`config.mk`:
```
export PLATFORM = sky130hd
export DESIGN_NAME = frame_transmitter
export DESIGN_NICKNAME = d
export VERILOG_FILES = /design/src/rtl/pf_pkg.sv /design/src/rtl/frame_tx_checksum.sv /design/src/rtl/frame_transmitter.sv
export SDC_FILE = /design/constraint.sdc
export NUM_CORES = 1
export LEC_CHECK = 0
export ABC_CLOCK_PERIOD_IN_PS = 7700
export CORE_ASPECT_RATIO = 1.1
export CORE_UTILIZATION = 55
export DETAILED_ROUTE_END_ITERATION = 6
export PLACE_DENSITY = 0.75
export SETUP_SLACK_MARGIN = 0.5
export SLEW_MARGIN = 20
export SYNTH_ARGS = -nofsm -noshare
export SYNTH_HDL_FRONTEND = slang
export SYNTH_SLANG_ARGS = --single-unit
```
`constraint.sdc`:
```
create_clock -name clk -period 7.7 [get_ports clk]
set_input_delay 1.54 -clock clk [delete_from_list [all_inputs] [get_ports clk]]
set_output_delay 1.54 -clock clk [all_outputs]
set_load 0.01 [all_outputs]
```
`src/rtl/pf_pkg.sv`:
```
// Shared definitions for the frame transmitter: the Avalon register map,
// the CTRL and STATUS bit positions, and the frame FSM state type.
package pf_pkg;

  localparam logic [7:0] FT_REG_CTRL   = 8'd0;
  localparam logic [7:0] FT_REG_LEN    = 8'd1;
  localparam logic [7:0] FT_REG_SEED   = 8'd2;
  localparam logic [7:0] FT_REG_GAP    = 8'd3;
  localparam logic [7:0] FT_REG_STATUS = 8'd4;
  localparam logic [7:0] FT_REG_CKS0   = 8'd5;
  localparam logic [7:0] FT_REG_CKS1   = 8'd6;
  localparam logic [7:0] FT_REG_CKS2   = 8'd7;
  localparam logic [7:0] FT_REG_CKS3   = 8'd8;
  localparam logic [7:0] FT_REG_FRAMES = 8'd9;

  localparam int FT_CTRL_START  = 0;
  localparam int FT_CTRL_CONT   = 1;
  localparam int FT_STATUS_BUSY = 0;

  typedef enum logic [1:0] {
    FT_IDLE = 2'd0,
    FT_SEND = 2'd1,
    FT_GAP  = 2'd2
  } ft_state_t;

endpackage

```
`src/rtl/frame_tx_checksum.sv`:
```
// 32-bit payload checksum for the frame transmitter.
// Keeps a running sum of the accepted words of the frame in flight and a
// separate result register that only ever holds the sum of a whole frame.
// Ports:
//   clk, reset   clock and asynchronous active-high reset
//   clear        restart the running sum at the beginning of a frame
//   acc_en       an accepted beat: add acc_data to the running sum
//   last         the accepted beat closes the frame: latch the final sum
//   acc_data     16-bit word of the accepted beat
//   checksum     sum of the last completed frame
module frame_tx_checksum (
  input  logic        clk,
  input  logic        reset,
  input  logic        clear,
  input  logic        acc_en,
  input  logic        last,
  input  logic [15:0] acc_data,
  output logic [31:0] checksum
);

  logic [31:0] sum_q, sum_d;
  logic [31:0] chk_q, chk_d;
  logic [31:0] sum_next;

  assign sum_next = sum_q + {16'h0000, acc_data};

  // The final beat and the clear for a back-to-back restart can arrive in
  // the same cycle: the result register still takes the completed sum while
  // the running sum starts over.
  always_comb begin
    sum_d = sum_q;
    chk_d = chk_q;
    if (acc_en && last) begin
      chk_d = sum_next;
    end
    if (clear) begin
      sum_d = 32'h0;
    end else if (acc_en) begin
      sum_d = sum_next;
    end
  end

  always_ff @(posedge clk or posedge reset) begin
    if (reset) begin
      sum_q <= 32'h0;
      chk_q <= 32'h0;
    end else begin
      sum_q <= sum_d;
      chk_q <= chk_d;
    end
  end

  assign checksum = chk_q;

endmodule

```
`src/rtl/frame_transmitter.sv`:
```
// Software-programmable AXI4-Stream frame source.
// Emits frames of LEN 16-bit words {SEED, word index} on egress_port,
// separated by GAP idle cycles, optionally repeating while CONTINUOUS is set.
// Ports:
//   clk, reset                      clock and asynchronous active-high reset
//   writedata/write/chipselect/
//   address/read/readdata           8-bit Avalon-MM slave, readdata registered
//   egress_port_tdata/tvalid/
//   egress_port_tready/tlast        16-bit AXI4-Stream master
module frame_transmitter #(
  parameter int LEN_WIDTH = 8
) (
  input  logic        clk,
  input  logic        reset,
  input  logic [7:0]  writedata,
  input  logic        write,
  input  logic        chipselect,
  input  logic [7:0]  address,
  input  logic        read,
  output logic [7:0]  readdata,
  output logic [15:0] egress_port_tdata,
  output logic        egress_port_tvalid,
  input  logic        egress_port_tready,
  output logic        egress_port_tlast
);

  import pf_pkg::*;

  localparam logic [LEN_WIDTH-1:0] LEN_ONE = LEN_WIDTH'(1);

  // Software-visible configuration
  logic                 cont_q, cont_d;
  logic [LEN_WIDTH-1:0] len_q, len_d;
  logic [7:0]           seed_q, seed_d;
  logic [7:0]           gap_q, gap_d;
  logic [7:0]           frames_q, frames_d;
  logic [7:0]           readdata_q, readdata_d;

  // Frame engine
  ft_state_t            state_q, state_d;
  logic [LEN_WIDTH-1:0] len_l_q, len_l_d;
  logic [7:0]           seed_l_q, seed_l_d;
  logic [LEN_WIDTH-1:0] k_q, k_d;
  logic [7:0]           gap_cnt_q, gap_cnt_d;

  logic        wr_en;
  logic        rd_en;
  logic        start_req;
  logic        can_launch;
  logic        restart;
  logic        launch;
  logic        sending;
  logic        tlast_int;
  logic [15:0] tdata_int;
  logic        beat_acc;
  logic [31:0] checksum;

  assign wr_en      = chipselect && write;
  assign rd_en      = chipselect && read;
  assign start_req  = wr_en && (address == FT_REG_CTRL) && writedata[FT_CTRL_START];
  assign can_launch = (len_q != '0);
  assign restart    = cont_q && can_launch;

  // Stream outputs come straight from flops so tvalid never looks at tready
  // and drops immediately when reset clears the state register.
  assign sending   = (state_q == FT_SEND);
  assign tdata_int = sending ? {seed_l_q, 8'(k_q)} : 16'h0000;
  assign tlast_int = sending && (k_q == (len_l_q - LEN_ONE));
  assign beat_acc  = sending && egress_port_tready;

  assign egress_port_tvalid = sending;
  assign egress_port_tdata  = tdata_int;
  assign egress_port_tlast  = tlast_int;
  assign readdata           = readdata_q;

  // Register writes; START is a pulse consumed by the FSM and never stored.
  always_comb begin
    cont_d = cont_q;
    len_d  = len_q;
    seed_d = seed_q;
    gap_d  = gap_q;
    if (wr_en) begin
      case (address)
        FT_REG_CTRL: cont_d = writedata[FT_CTRL_CONT];
        FT_REG_LEN:  len_d  = LEN_WIDTH'(writedata);
        FT_REG_SEED: seed_d = writedata;
        FT_REG_GAP:  gap_d  = writedata;
        default:     ;
      endcase
    end
  end

  // Register reads sample the state before this edge, so a checksum read in
  // the cycle the frame completes returns the previous frame's value.
  always_comb begin
    readdata_d = readdata_q;
    if (rd_en) begin
      case (address)
        FT_REG_STATUS: readdata_d = {7'h00, (state_q != FT_IDLE)};
        FT_REG_CKS0:   readdata_d = checksum[7:0];
        FT_REG_CKS1:   readdata_d = checksum[15:8];
        FT_REG_CKS2:   readdata_d = checksum[23:16];
        FT_REG_CKS3:   readdata_d = checksum[31:24];
        FT_REG_FRAMES: readdata_d = frames_q;
        default:       readdata_d = 8'h00;
      endcase
    end
  end

  // Frame FSM. LEN and SEED are copied into len_l/seed_l at every launch so
  // that software can reprogram them while a frame is in flight.
  always_comb begin
    state_d   = state_q;
    len_l_d   = len_l_q;
    seed_l_d  = seed_l_q;
    k_d       = k_q;
    gap_cnt_d = gap_cnt_q;
    frames_d  = frames_q;
    launch    = 1'b0;

    case (state_q)
      FT_IDLE: begin
        if (start_req && can_launch) begin
          launch = 1'b1;
        end
      end
      FT_SEND: begin
        if (beat_acc) begin
          k_d = k_q + LEN_ONE;
          if (tlast_int) begin
            frames_d = frames_q + 8'd1;
            if (gap_q != 8'd0) begin
              state_d   = FT_GAP;
              gap_cnt_d = gap_q;
            end else if (restart) begin
              launch = 1'b1;
            end else begin
              state_d = FT_IDLE;
            end
          end
        end
      end
      FT_GAP: begin
        // gap_cnt counts the idle cycles still to go, including this one.
        if (gap_cnt_q <= 8'd1) begin
          gap_cnt_d = 8'd0;
          if (restart) begin
            launch = 1'b1;
          end else begin
            state_d = FT_IDLE;
          end
        end else begin
          gap_cnt_d = gap_cnt_q - 8'd1;
        end
      end
      default: begin
        state_d = FT_IDLE;
      end
    endcase

    if (launch) begin
      state_d  = FT_SEND;
      len_l_d  = len_q;
      seed_l_d = seed_q;
      k_d      = '0;
    end
  end

  always_ff @(posedge clk or posedge reset) begin
    if (reset) begin
      cont_q     <= 1'b0;
      len_q      <= '0;
      seed_q     <= 8'h00;
      gap_q      <= 8'h00;
      frames_q   <= 8'h00;
      readdata_q <= 8'h00;
      state_q    <= FT_IDLE;
      len_l_q    <= '0;
      seed_l_q   <= 8'h00;
      k_q        <= '0;
      gap_cnt_q  <= 8'h00;
    end else begin
      cont_q     <= cont_d;
      len_q      <= len_d;
      seed_q     <= seed_d;
      gap_q      <= gap_d;
      frames_q   <= frames_d;
      readdata_q <= readdata_d;
      state_q    <= state_d;
      len_l_q    <= len_l_d;
      seed_l_q   <= seed_l_d;
      k_q        <= k_d;
      gap_cnt_q  <= gap_cnt_d;
    end
  end

  frame_tx_checksum u_checksum (
    .clk      (clk),
    .reset    (reset),
    .clear    (launch),
    .acc_en   (beat_acc),
    .last     (tlast_int),
    .acc_data (tdata_int),
    .checksum (checksum)
  );

endmodule

```
* Yosys cells after proc, flatten, opt, wreduce, memory -nomap -nowiden
Index checks and enable logic that the tools add are counted.
** Storage, ports and cells
- Flip-flop bits (word level) :: 139
- Output and inout bits :: 26
** Operators by class
- Add/sub/neg operators :: 5
- $lt $le $gt $ge :: 1
- Eq/ne operators :: 19
- Mux-type cells :: 26
- Reduce and logical (&&, ||, !) cells :: 25
** Operators with widths (count)
- $mux W32 :: 2
- $mux W8 :: 7
- $pmux W8 S6 :: 1
- $add A32 B16 Y32 :: 1
- $eq A8 B3 Y1 const B :: 4
- $add A8 B1 Y8 const B :: 2
- $eq A8 B2 Y1 const B :: 2
- $eq A8 B4 Y1 const B :: 2
- $mux W16 :: 1
- $pmux W8 S2 :: 1
- $reduce_bool A8 Y1 :: 2
- $sub A8 B1 Y8 const B :: 2
- $mux W2 :: 6
- $reduce_and A2 Y1 :: 5
- $logic_and A1 B1 Y1 :: 9
- $eq A8 B1 Y1 const B :: 1
- $eq A8 B8 Y1 :: 1
- $le A8 B1 Y1 const B :: 1
- $logic_not A8 Y1 :: 1
- $reduce_and A4 Y1 :: 2
- $reduce_bool A2 Y1 :: 4
- $mux W1 :: 6
- $ne A2 B1 Y1 const B :: 3
- $ne A3 B2 Y1 const B :: 2
- other kinds (8) :: 8

* Logic depth before layout (Yosys ltp)
Gate-level depths: netlist of the first run.
- Depth after elaboration :: 9
- Mapped depth :: 16
- Gate-level depth less buffers :: 14

* Cells and area by module
From an unflattened synthesis of the first run, not the netlist that was laid out.
** Second synthesis, totals
- Cell total of the unflattened synthesis :: 818
- Area, all modules :: 7981.4 sq um
** Modules (own cells, without submodules)
- frame_transmitter :: instances 1, cells each 380, area an instance 4095.2 sq um, seq. area each 1876.8 sq um
- frame_tx_checksum :: instances 1, cells each 438, area an instance 3886.2 sq um, seq. area each 1601.5 sq um

* Worst setup path before layout of the first run
OpenSTA, ideal clock, no wires.
- Path kind :: register to register
- From :: reg state_q[1]
- To :: reg u_checksum.sum_q[20]
- Setup time :: 77 ps
- Arrival :: 3576 ps
- Data required time :: 7623 ps
- Setup slack :: 4047 ps
- Stages on the path, launching flop included :: 17
- Path buffers :: 2
- Clock period less this slack :: 3653 ps
- Path through :: dfrtp_1 inv_1 ha_1 clkbuf_1 and2_1 ha_1 inv_1 fa_1 nor2b_1 o31a_1 o21ai_0 a21oi_1 o2111ai_1 and2_1 clkbuf_1 or4_1 a21oi_1
** RTL lines
- start, declared :: RTL line frame_transmitter.sv:40 : ft_state_t state_q, state_d;
- start signal, assigned :: RTL line frame_transmitter.sv:189 : state_q <= state_d;
- $eq A2 B1 Y1 :: RTL line frame_transmitter.sv:66 : assign sending = (state_q == FT_SEND);
- net egress_port_tvalid :: RTL line frame_transmitter.sv:22 : output logic egress_port_tvalid,
- $mux W16 :: RTL line frame_transmitter.sv:67 : assign tdata_int = sending ? {seed_l_q, 8'(k_q)} : 16'h0000;
- net egress_port_tdata[0] :: RTL line frame_transmitter.sv:21 : output logic [15:0] egress_port_tdata,
- $add A32 B16 Y32 :: RTL line frame_tx_checksum.sv:25 : assign sum_next = sum_q + {16'h0000, acc_data};
- $mux W32 :: RTL line frame_tx_checksum.sv:38 : end else if (acc_en) begin
- $mux W32 :: RTL line frame_tx_checksum.sv:36 : if (clear) begin
- end signal, assigned :: RTL line frame_tx_checksum.sv:48 : sum_q <= sum_d;
- end, declared :: RTL line frame_tx_checksum.sv:21 : logic [31:0] sum_q, sum_d;
The timed path passes the listed nets, and every way through them passes these cells. The select of a mux whose other input is x is not followed.
A chain may end at the register's enable or synchronous reset.

* Worst setup path in the final report of the first run
- From :: reg len_l_q[0]
- To :: out egress_port_tlast
** Between the ends
- Cells in the longest elaborated chain, start to end :: 3
** Ends and longest elaborated chain
- start, declared :: RTL line frame_transmitter.sv:41 : logic [LEN_WIDTH-1:0] len_l_q, len_l_d;
- start signal, assigned :: RTL line frame_transmitter.sv:190 : len_l_q <= len_l_d;
- $sub A8 B1 Y8 :: RTL line frame_transmitter.sv:68 : assign tlast_int = sending && (k_q == (len_l_q - LEN_ONE));
- $eq A8 B8 Y1 :: RTL line frame_transmitter.sv:68
- $logic_and A1 B1 Y1 :: RTL line frame_transmitter.sv:68
- end, declared :: RTL line frame_transmitter.sv:24 : output logic egress_port_tlast
Every way passes these cells.

==> summary.txt, run 1 <==
Floorplanning
  • Die H: 125 µm
  • Die width: 114 µm
  • Row count: 44
  • Initial core utilization: 56.9%
  • Top Ports: 48
  • Die ar.: 14300 µm²
  • CORE AREA: 13300 µm²

CTS
  • TritonCTS clock tree: built
  • Post-CTS resize count: 0
  • Max Root-Sink Buffers: 2
  • Sink Count: 139
  • Clk_lat worst skew: around 0.42 ns
  • Num CTS Buffers: 17
  • Post-CTS Setup Inserts: 0
  • Clock-pin transition on the worst setup and hold timing paths: 0.05 ns
  • Hold-fix buffers at CTS: 0
  • Root cell of the clock tree: clkbuf_16
  • Max H-tree Level: 4

STA
  • Setup violations, final: 0
  • RSZ-0062 raised after global routing: no
  • Measured slew at the worst slew-check pin: 1.07 ns
  • Max transition margin: 28.6%
  • Fin crit period: 4.75 ns
  • Setup TNS: 0 ns
  • Final Hold Fails: 0
  • Period utilization: 61.7%
  • Max Fclk: 0.210 GHz
  • Final Skew: 0.0103 ns
  • Slew Viols, Final: 0

Cells and area
  • Filler Cell Count: 1051
  • Commonest cells after routing, fill and taps aside: dfrtp_1, nand2_1, nor2_1
  • Share of cells above drive strength 1: between 10 and 15%
  • Reg area: ~3500 µm²
  • Area Overhead vs Synth: 16.1%
  • Layout Nets: 857
  • Most common cell after layout, fill and taps aside: dfrtp_1
  • # diodes: 0
  • Area of the multi-input gates: 3860 µm²

Place
  • Port Buf Inserts: 47
  • RD Place Congestion: between 0.8 and 0.9
  • Half-perimeter wire length after placement: 12600 µm

Power
  • Pwr Total: 1.63 mW
  • Sw frac: 21.8%
  • Worst VDD drop: ~0.11 mV
  • Pleak: 3.90 nW
  • Pwr Density: 185 nW/µm²
  • Clock power frac: about half
  • Internal power: around 1.3 mW
  • Sequential share of power: 45.4%
  • Gate power share: approximately 3%
  • Psw: around 0.35 mW

Worst setup path
  • Cells on worst reg2reg path: 14
  • CP Class: flip-flop to primary output
  • Crit end category: primary output
  • Crit-path max FO: 6
  • Critical R2R Capture: u_checksum.sum_q[30]
  • Critical Path Start: len_l_q[0]
  • Required time of the critical path: 6.16 ns
  • RR Startpoint: state_q[1]
  • R2R Setup Slk: 3.00 ns
  • Startpoint Class: flip-flop
  • Arr. time, crit path: 3.21 ns

Routing
  • Vias: 5977
  • Via-per-instance ratio: 5.94
  • Drt total wl: 18000 µm
  • 1st-pass router iterations: 5
  • Routed Antenna Nets: 0
  • WL/cell: ~18 µm
  • Starting DRT DRC Count: roughly 450
  • Post-route DRC violation count: 0

Synth
  • Share of flip-flops with an asynchronous set or reset: 100%
  • Syn_nets: 816
  • Post-Syn Area per Cell: 9.87 µm²
  • Synth warn: 0
  • Number of synthesized register bits: 139
  • Yosys top cell area share: between 40% and 50%
  • Synth cell types: 59
  • EDFF count, synth: 0
  • Top area cells in the synthesized netlist: dfrtp_1, mux2_2, xnor2_1
  • Ys flop type: dfrtp_1
  • Yosys top cell by area: dfrtp_1
  • Area of the mapped netlist: 7580 µm²
  • Sequential cell area fraction in the yosys report: 45.9%
  • Mapped Cells: 768

Global routing
  • Vias in the first global route: about 6100
  • First-pass GRT wire length: 30000 µm
  • Total global routing track utilization: 27.3%
  • Pin count of the biggest net entering global routing: 82
  • Initial antenna violation count: 0
  • Grt total ovfl: 0

Job
  • Max_cap viols: 0

Hold path
  • Min-delay src: frames_q[7]
  • Worst hold path class: flip-flop to flip-flop
  • Hold endpoint: frames_q[7]
  • Hold depth: 1

Run status
  • Run status: complete, no violations
-- cells in the mapped netlist (9+ instances only) --
library cell / instances
nor2_1: 51
clkbuf_1: 20
a22o_1: 10
nor3_1: 17
or3_1: 9
xor2_1: 13
o21ai_0: 46
dfrtp_1: 139
ha_1: 25
a21oi_1: 41
a221o_1: 10
nand2_1: 104
mux2_2: 43
and2_1: 19
nand4_1: 14
xnor2_1: 50
a211oi_1: 11
nand3_1: 10
inv_1: 25
-- kinds of logic after synthesis --
kind of cell	count (synthesis)	share of synthesized area (%)
and+or+nand+nor	264	16.6
buffers and inverters	56	3.12
DFF	139	45.9
muxes	58	8.63
adders and majority gates	26	4.39
AOI/OAI and AO/OA	162	14.1
xor gates and xnor gates	63	7.28
-- how the worst max path moves through the flow --
| stage | to | depth (start not counted) |
|---|---|---|
| floorplan | cont_q | 1 |
| global placement | seed_l_q[7] | 9 |
| detailed placement | len_l_q[6] | 9 |
| CTS | egress_port_tlast | 6 |
| global route | u_checksum.sum_q[26] | 14 |
| finish | egress_port_tlast | 6 |
-- area by class of cell --
cell class              count  share of cell area (%)
well taps                 184                    2.62
flip-flops and latches    139                    39.5
clock inverters            14                    1.93
inverters                  26                    1.17
clock buffers              18                    4.99
repair buffers             52                    5.82
multi-input cells         573                    43.9
-- power groups by stage --
stage                     combinational (mW)  sequential [mW]  clock [mW]
after floorplan                       0.0261            0.750           0
after global placement                0.0478            0.751           0
after detailed placement              0.0490            0.752           0
after CTS                             0.0492            0.738       0.853
after global routing                  0.0548            0.739       0.883
final                                 0.0482            0.739       0.839
-- state kept, by name (all words and copies together) (netlist names) --
name and count:
u_checksum.checksum 32, readdata 8, frames_q 8, len_l_q 8, len_q 8, gap_q 8
gap_cnt_q 8, k_q 8, cont_q 1, seed_l_q 8, u_checksum.sum_q 32, seed_q 8
state_q 2
-- worst max-delay path: stages, from the launching register on --
cell             delay (ns)
dfrtp_1                0.45
or4_4                  0.58
or3_1                  0.39
a221oi_1               0.27
o211a_1                0.38
and2_1                 0.18
clkdlybuf4s50_1        0.54
-- per-stage QoR --
step | area [µm²] | hold slack [ns] | std cells | util [%] | setup slack (ns)
finish | 8800 | 0.474 | 1006 | 66.0 | 2.95
global route | 8800 | 0.503 | 1006 | 66.0 | 2.57
CTS | 8790 | 0.475 | 1006 | 66.0 | 2.94
detailed placement | 8180 | 0.461 | 974 | 61.4 | 2.98
global placement | 8180 | 0.459 | 974 | 61.4 | 3.11
floorplan | 7580 | 0.440 | 768 | - | 2.44
-- per-layer routing --
| metal | part of all wire, % | GRT usage (%) |
|---|---|---|
| met4 | 2.4 | 11.2 |
| met1 | 44 | 35.7 |
| met3 | 5.7 | 7.13 |
| met2 | 48 | 43.1 |
| met5 | 0 | 0 |
Power figures use the tool's default switching activity.
==> inputs of run 2 (changes only) <==
ABC_CLOCK_PERIOD_IN_PS = 4300   (was 7700)
CORE_UTILIZATION = 54   (was 55)
PLACE_DENSITY = 0.77   (was 0.75)
clock period = 4.3 ns   (was 7.7 ns; I/O delays follow)
==> summary.txt, run 2 (synthesis gave the netlist of run 1 again) <==
Run status
  • Run status: complete, no violations

Place
  • RD Place Congestion: 0.857 (-0.44%)
  • Place WS: 0.591 ns (-2.39 ns)
  • Port Buf Inserts: 47 (unchanged)
  • Half-perimeter wire length after placement: 12900 µm (+2.2%)
  • Cells after DPL: 986 (+1.2%)
  • Placed Area: 8270 µm² (+1.1%)

Routing
  • WL met3: 985 µm (-4.0%)
  • DR top layer: met4
  • Post-route DRC violation count: 0 (unchanged)
  • Post-Route M1 WL: 8060 µm (+3.0%)
  • Vias: 6066 (+1.5%)
  • WL/cell: 17.9 µm (+0.11%)
  • Routed Antenna Nets: 0 (unchanged)
  • Starting DRT DRC Count: 445 (unchanged)
  • Via-per-instance ratio: 5.95 (+0.19%)
  • Drt total wl: 18200 µm (+1.4%)
  • 1st-pass router iterations: 5 (unchanged)
  • Met2 wire length: 8820 µm (+1.7%)

Floorplanning
  • CORE AREA: 13700 µm² (+3.1%)
  • Initial core utilization: 55.2% (-1.7 points)
  • Top Ports: 48 (unchanged)
  • Die ar.: 14500 µm² (+1.8%)
  • Row count: 45 (+2.3%)
  • Die H: 126 µm (+0.91%)
  • Die width: 115 µm (+0.91%)

STA
  • Final hold slack: 0.479 ns (+0.00565 ns)
  • RSZ-0062 raised after global routing: no
  • Max transition margin: 40.5% (+12 points)
  • Setup TNS: 0 ns (unchanged)
  • Setup violations, final: 0 (unchanged)
  • Final Hold Fails: 0 (unchanged)
  • Slew Viols, Final: 0 (unchanged)
  • Final Skew: 0.00829 ns (-0.00199 ns)
  • Measured slew at the worst slew-check pin: 0.886 ns (-0.184 ns)
  • Period utilization: 85.2%
  • Final worst slack: 0.637 ns (-2.31 ns)
  • Fin crit period: 3.66 ns
  • Max Fclk: 0.273 GHz

CTS
  • Sink Count: 139 (unchanged)
  • TritonCTS clock tree: built
  • Clock-pin transition on the worst setup and hold timing paths: 0.06 ns (about the same)
  • Max H-tree Level: 4 (unchanged)
  • Num CTS Buffers: 17 (unchanged)
  • Clk_lat worst skew: 0.43 ns (about the same)
  • Root cell of the clock tree: clkbuf_16
  • Max Root-Sink Buffers: 2 (unchanged)

Worst setup path
  • RR Startpoint: state_q[1]
  • Crit end category: flip-flop
  • CP Class: flip-flop to flip-flop
  • Startpoint Class: flip-flop
  • Critical R2R Capture: u_checksum.sum_q[26]
  • Crit-path max FO: 13 (+7)
  • R2R Setup Slk: 0.64 ns (-2.36 ns)
  • Required time of the critical path: 4.65 ns (-1.51 ns)
  • Cells on worst reg2reg path: 15 (+1)
  • Arr. time, crit path: 4.02 ns (+0.81 ns)

Cells and area
  • Cell Count, Final, Fillers Out: 1019 (+1.3%)
  • Filler Cell Count: 1080 (+2.8%)
  • Commonest cells after routing, fill and taps aside: dfrtp_1, nand2_1, nor2_1
  • Final Cell Area: 8950 µm² (+1.7%)
  • # diodes: 0 (unchanged)
  • Final core occ: 65.1% (-0.90 points)
  • Area Overhead vs Synth: 18.0%
  • Most common cell after layout, fill and taps aside: dfrtp_1
  • Share of cells above drive strength 1: 12.9% (+1.6 points)
  • Layout Nets: 866 (+1.1%)

Global routing
  • Grt total ovfl: 0 (unchanged)
  • Vias in the first global route: 6145 (+0.56%)
  • Initial antenna violation count: 0 (unchanged)
  • First-pass GRT wire length: 30800 µm (+2.6%)
  • Pin count of the biggest net entering global routing: 81 (-1.2%)
  • Total global routing track utilization: 27.4% (+0.13 points)

Hold path
  • Min-delay src: u_checksum.checksum[9]
  • Hold depth: 2 (+1)
  • Worst hold path class: flip-flop to flip-flop
  • Hold endpoint: u_checksum.checksum[9]

Power
  • Pwr Density: 339 nW/µm² (+83%)
  • Pwr Total: 3.03 mW (+86%)
  • Worst VDD drop: 0.240 mV (+110%)
  • Pleak: 3.95 nW (+1.4%)

Job
  • Max_cap viols: 0 (unchanged)
[run 2: critical path: stages (launching register included)]
cell       delay [ns]
dfrtp_1          0.43
inv_1            0.10
ha_1             0.23
and2_4           0.19
ha_1             0.21
inv_1            0.07
fa_1             0.42
nor2b_1          0.18
o31a_1           0.17
o21ai_1          0.12
a21oi_2          0.22
o2111ai_1        0.14
buf_4            0.21
and2_1           0.22
or4_1            0.50
a21oi_1          0.16
[run 2: how the worst max path moves through the flow]
stage	slack (ns)	endpoint	startpoint
2_1_floorplan	0.65	u_checksum.sum_q[20]	state_q[1]
3_3_place_gp	0.68	u_checksum.sum_q[20]	state_q[1]
3_5_place_dp	0.59	u_checksum.sum_q[26]	state_q[1]
4_1_cts	0.56	u_checksum.sum_q[26]	state_q[1]
5_1_grt	0.50	u_checksum.sum_q[26]	state_q[1]
6_report	0.64	u_checksum.sum_q[26]	state_q[1]
[run 2: where the power goes]
group	total, mW	internal, mW	switching (mW)
Combinational	0.0908	0.0353	0.0555
Clock	1.62	1.03	0.584
Sequential	1.32	1.32	0.00630
Total	3.03	2.38	0.645
[run 2: area by class of cell]
type	instances	area [µm²]	area share [%]
repair buffers	61	599	6.70
well taps	188	235	2.63
flip-flops and latches	139	3480	38.9
clock inverters	14	216	2.42
clock buffers	18	429	4.80
inverters	26	101	1.13
multi-input cells	573	3880	43.4
[run 2: per-layer routing]
layer / up-vias / global-route usage, %
li1: 2829 / -
met3: 26 / 5.58
met4: 0 / 9.63
met2: 214 / 44.6
met5: - / 0
met1: 2997 / 36.3
[run 2: what timing repair did]
item / in CTS / in global routing
hold buffers: 0 / 0
pin swaps: 1 / 1
gates resized for setup: 5 / 4
endpoints found under the setup margin: 1 / 7
endpoints found under the hold margin: 0 / 0
setup buffers: 1 / 0
cloned: 0 / 0
==> inputs of run 3 (changes only) <==
ABC_CLOCK_PERIOD_IN_PS = 3800   (was 4300)
CORE_UTILIZATION = 55   (was 54)
GPL_TIMING_DRIVEN = 0   (was not set)
PLACE_DENSITY = 0.75   (was 0.77)
SLEW_MARGIN = not set   (was 20)
clock period = 3.8 ns   (was 4.3 ns; I/O delays follow)
==> summary.txt, run 3 (synthesis gave the netlist of run 1 again) <==
Cells and area
  • Share of cells above drive strength 1: 20.2% (+7.3 points)
  • Area Overhead vs Synth: 23.8%
  • Cell Count, Final, Fillers Out: 1055 (+3.5%)
  • Most common cell after layout, fill and taps aside: dfrtp_1
  • Layout Nets: 908 (+4.8%)
  • # diodes: 0 (unchanged)
  • Final Cell Area: 9380 µm² (+4.9%)
  • Commonest cells after routing, fill and taps aside: dfrtp_1, nand2_1, xnor2_1

Job
  • Max_cap viols: 0 (unchanged)

Hold path
  • Worst hold path class: flip-flop to flip-flop
  • Min-delay src: readdata[0]
  • Hold endpoint: readdata[0]
  • Hold depth: 2 (unchanged)

Floorplanning
  • Initial core utilization: 56.9% (+1.7 points)
  • Die width: 114 µm (-0.90%)
  • Die H: 125 µm (-0.90%)
  • Row count: 44 (-2.2%)
  • Die ar.: 14300 µm² (-1.8%)
  • Top Ports: 48 (unchanged)
  • CORE AREA: 13300 µm² (-3.0%)

Routing
  • DR top layer: met4
  • Post-Route M1 WL: 8960 µm (+11%)
  • 1st-pass router iterations: 5 (unchanged)
  • WL met3: 1070 µm (+8.8%)
  • WL/cell: 19.0 µm (+6.2%)
  • Starting DRT DRC Count: 405 (-9.0%)
  • Routed Antenna Nets: 0 (unchanged)
  • Post-route DRC violation count: 0 (unchanged)
  • Met2 wire length: 9390 µm (+6.4%)
  • Via-per-instance ratio: 5.94 (-0.16%)
  • Vias: 6270 (+3.4%)
  • Drt total wl: 20000 µm (+9.9%)

Worst setup path
  • Crit path max-delay cell type: or4_4
  • R2R Setup Slk: 0.50 ns (-0.14 ns)
  • CP Class: flip-flop to flip-flop
  • Crit end category: flip-flop
  • Critical R2R Capture: u_checksum.sum_q[20]
  • Critical path cell sequence: inv_2 -> ha_4 -> buf_4 -> buf_4 -> nand2_1 -> fa_2 -> nor2b_2 -> o31a_1 -> o21ai_2 -> a21oi_2 -> o2111ai_2 -> and2_4 -> buf_6 -> or4_4 -> a21oi_2
  • Required time of the critical path: 4.16 ns (-0.49 ns)
  • Max incr delay on CP: 0.49 ns (about the same)
  • Cells on worst reg2reg path: 15 (unchanged)
  • Crit-path max FO: 7 (-6)
  • Arr. time, crit path: 3.66 ns (-0.36 ns)
  • Startpoint Class: flip-flop
  • RR Startpoint: state_q[1]

Power
  • Pwr Density: 347 nW/µm² (+2.6%)
  • Pwr Total: 3.26 mW (+7.6%)
  • Worst VDD drop: 0.302 mV (+26%)
  • Pleak: 4.08 nW (+3.2%)

Global routing
  • Vias in the first global route: 6322 (+2.9%)
  • Total global routing track utilization: 29.5% (+2.1 points)
  • First-pass GRT wire length: 32100 µm (+4.2%)
  • Pin count of the biggest net entering global routing: 44 (-46%)
  • Grt total ovfl: 0 (unchanged)
  • Initial antenna violation count: 0 (unchanged)

CTS
  • Root cell of the clock tree: clkbuf_16
  • Hold-fix buffers at CTS: 0 (unchanged)
  • Sink Count: 139 (unchanged)
  • Max Root-Sink Buffers: 2 (unchanged)
  • Clock-pin transition on the worst setup and hold timing paths: 0.06 ns (about the same)
  • Max H-tree Level: 4 (unchanged)
  • Clk_lat worst skew: 0.44 ns (about the same)
  • Num CTS Buffers: 17 (unchanged)
  • TritonCTS clock tree: built

STA
  • Max Fclk: 0.303 GHz (+11%)
  • Final worst slack: 0.499 ns (-0.137 ns)
  • Fin crit period: 3.30 ns (-0.363 ns)
  • Final hold slack: 0.476 ns (-0.00306 ns)
  • Measured slew at the worst slew-check pin: 0.928 ns (+0.0420 ns)
  • Final Skew: 0.00970 ns (+0.00141 ns)
  • Slew Viols, Final: 0 (unchanged)
  • RSZ-0062 raised after global routing: yes
  • Final Hold Fails: 0 (unchanged)
  • Setup violations, final: 0 (unchanged)
  • Max transition margin: 37.6% (-2.8 points)
  • Period utilization: 86.9% (+1.7 points)

Place
  • Placed Area: 8370 µm² (+1.1%)
  • Cells after DPL: 1001 (+1.5%)
  • RD Place Congestion: 0.906 (+5.8%)
  • Place WS: -0.213 ns (-0.804 ns)
  • Port Buf Inserts: 46 (-2.1%)
  • Half-perimeter wire length after placement: 14000 µm (+8.3%)

Run status
  • Run status: complete, no violations
-- run 3: critical path, delay by kind of cell (launching register included) --
kind | cells | cell delay (ns)
adder cells (fa/ha/maj) | 2 | 0.60
AND/OR/NAND/NOR | 4 | 0.92
buffers and inverters | 4 | 0.49
flip-flops | 1 | 0.40
AO/OA/AOI/OAI | 5 | 0.81
-- run 3: how the worst max path moves through the flow --
stage,startpoint,to,slack [ns],depth (start not counted)
after CTS,state_q[1],u_checksum.sum_q[30],0.51,16
after detailed placement,state_q[1],u_checksum.checksum[19],-0.21,14
after floorplan,state_q[1],u_checksum.sum_q[20],0.51,16
after global placement,state_q[1],u_checksum.checksum[19],-0.16,14
final,state_q[1],u_checksum.sum_q[20],0.50,15
after global routing,state_q[1],u_checksum.sum_q[20],0.41,16
-- run 3: timing repair --
item                                    4_1_cts  5_1_grt
endpoints found under the setup margin       44       62
resized for setup                            31       38
cloned                                        0        0
pin swaps                                    11       17
setup buffers                                17        7
-- run 3: power by group --
part	internal (mW)	leakage [nW]	switching (mW)
logic	0.0432	1.89	0.0638
registers	1.49	1.91	0.00709
clock network	1.01	0.276	0.646
total	2.54	4.08	0.717
-- run 3: per-layer routing --
layer  global-route usage (%)  vias up
li1                         -     2918
met1                     39.5     3089
met2                     46.0      212
met3                     6.79       51
met4                     12.7        0
met5                        0        -
-- run 3: per-stage QoR --
stage / utilization (%) / setup TNS (ns)
CTS: 69.0 / 0
floorplan: - / 0
global placement: 62.3 / -0.779
finish: 70.4 / 0
global route: 70.4 / 0
detailed placement: 62.8 / -1.35
-- run 3: area by class of cell --
type                    instances  area [µm²]
clock buffers                  20         467
well taps                     184         230
repair buffers                 73         696
multi-input cells             573        4110
flip-flops and latches        139        3480
fillers                      1018        3940
plain buffers                  30         178
clock inverters                10         118
inverters                      26         101
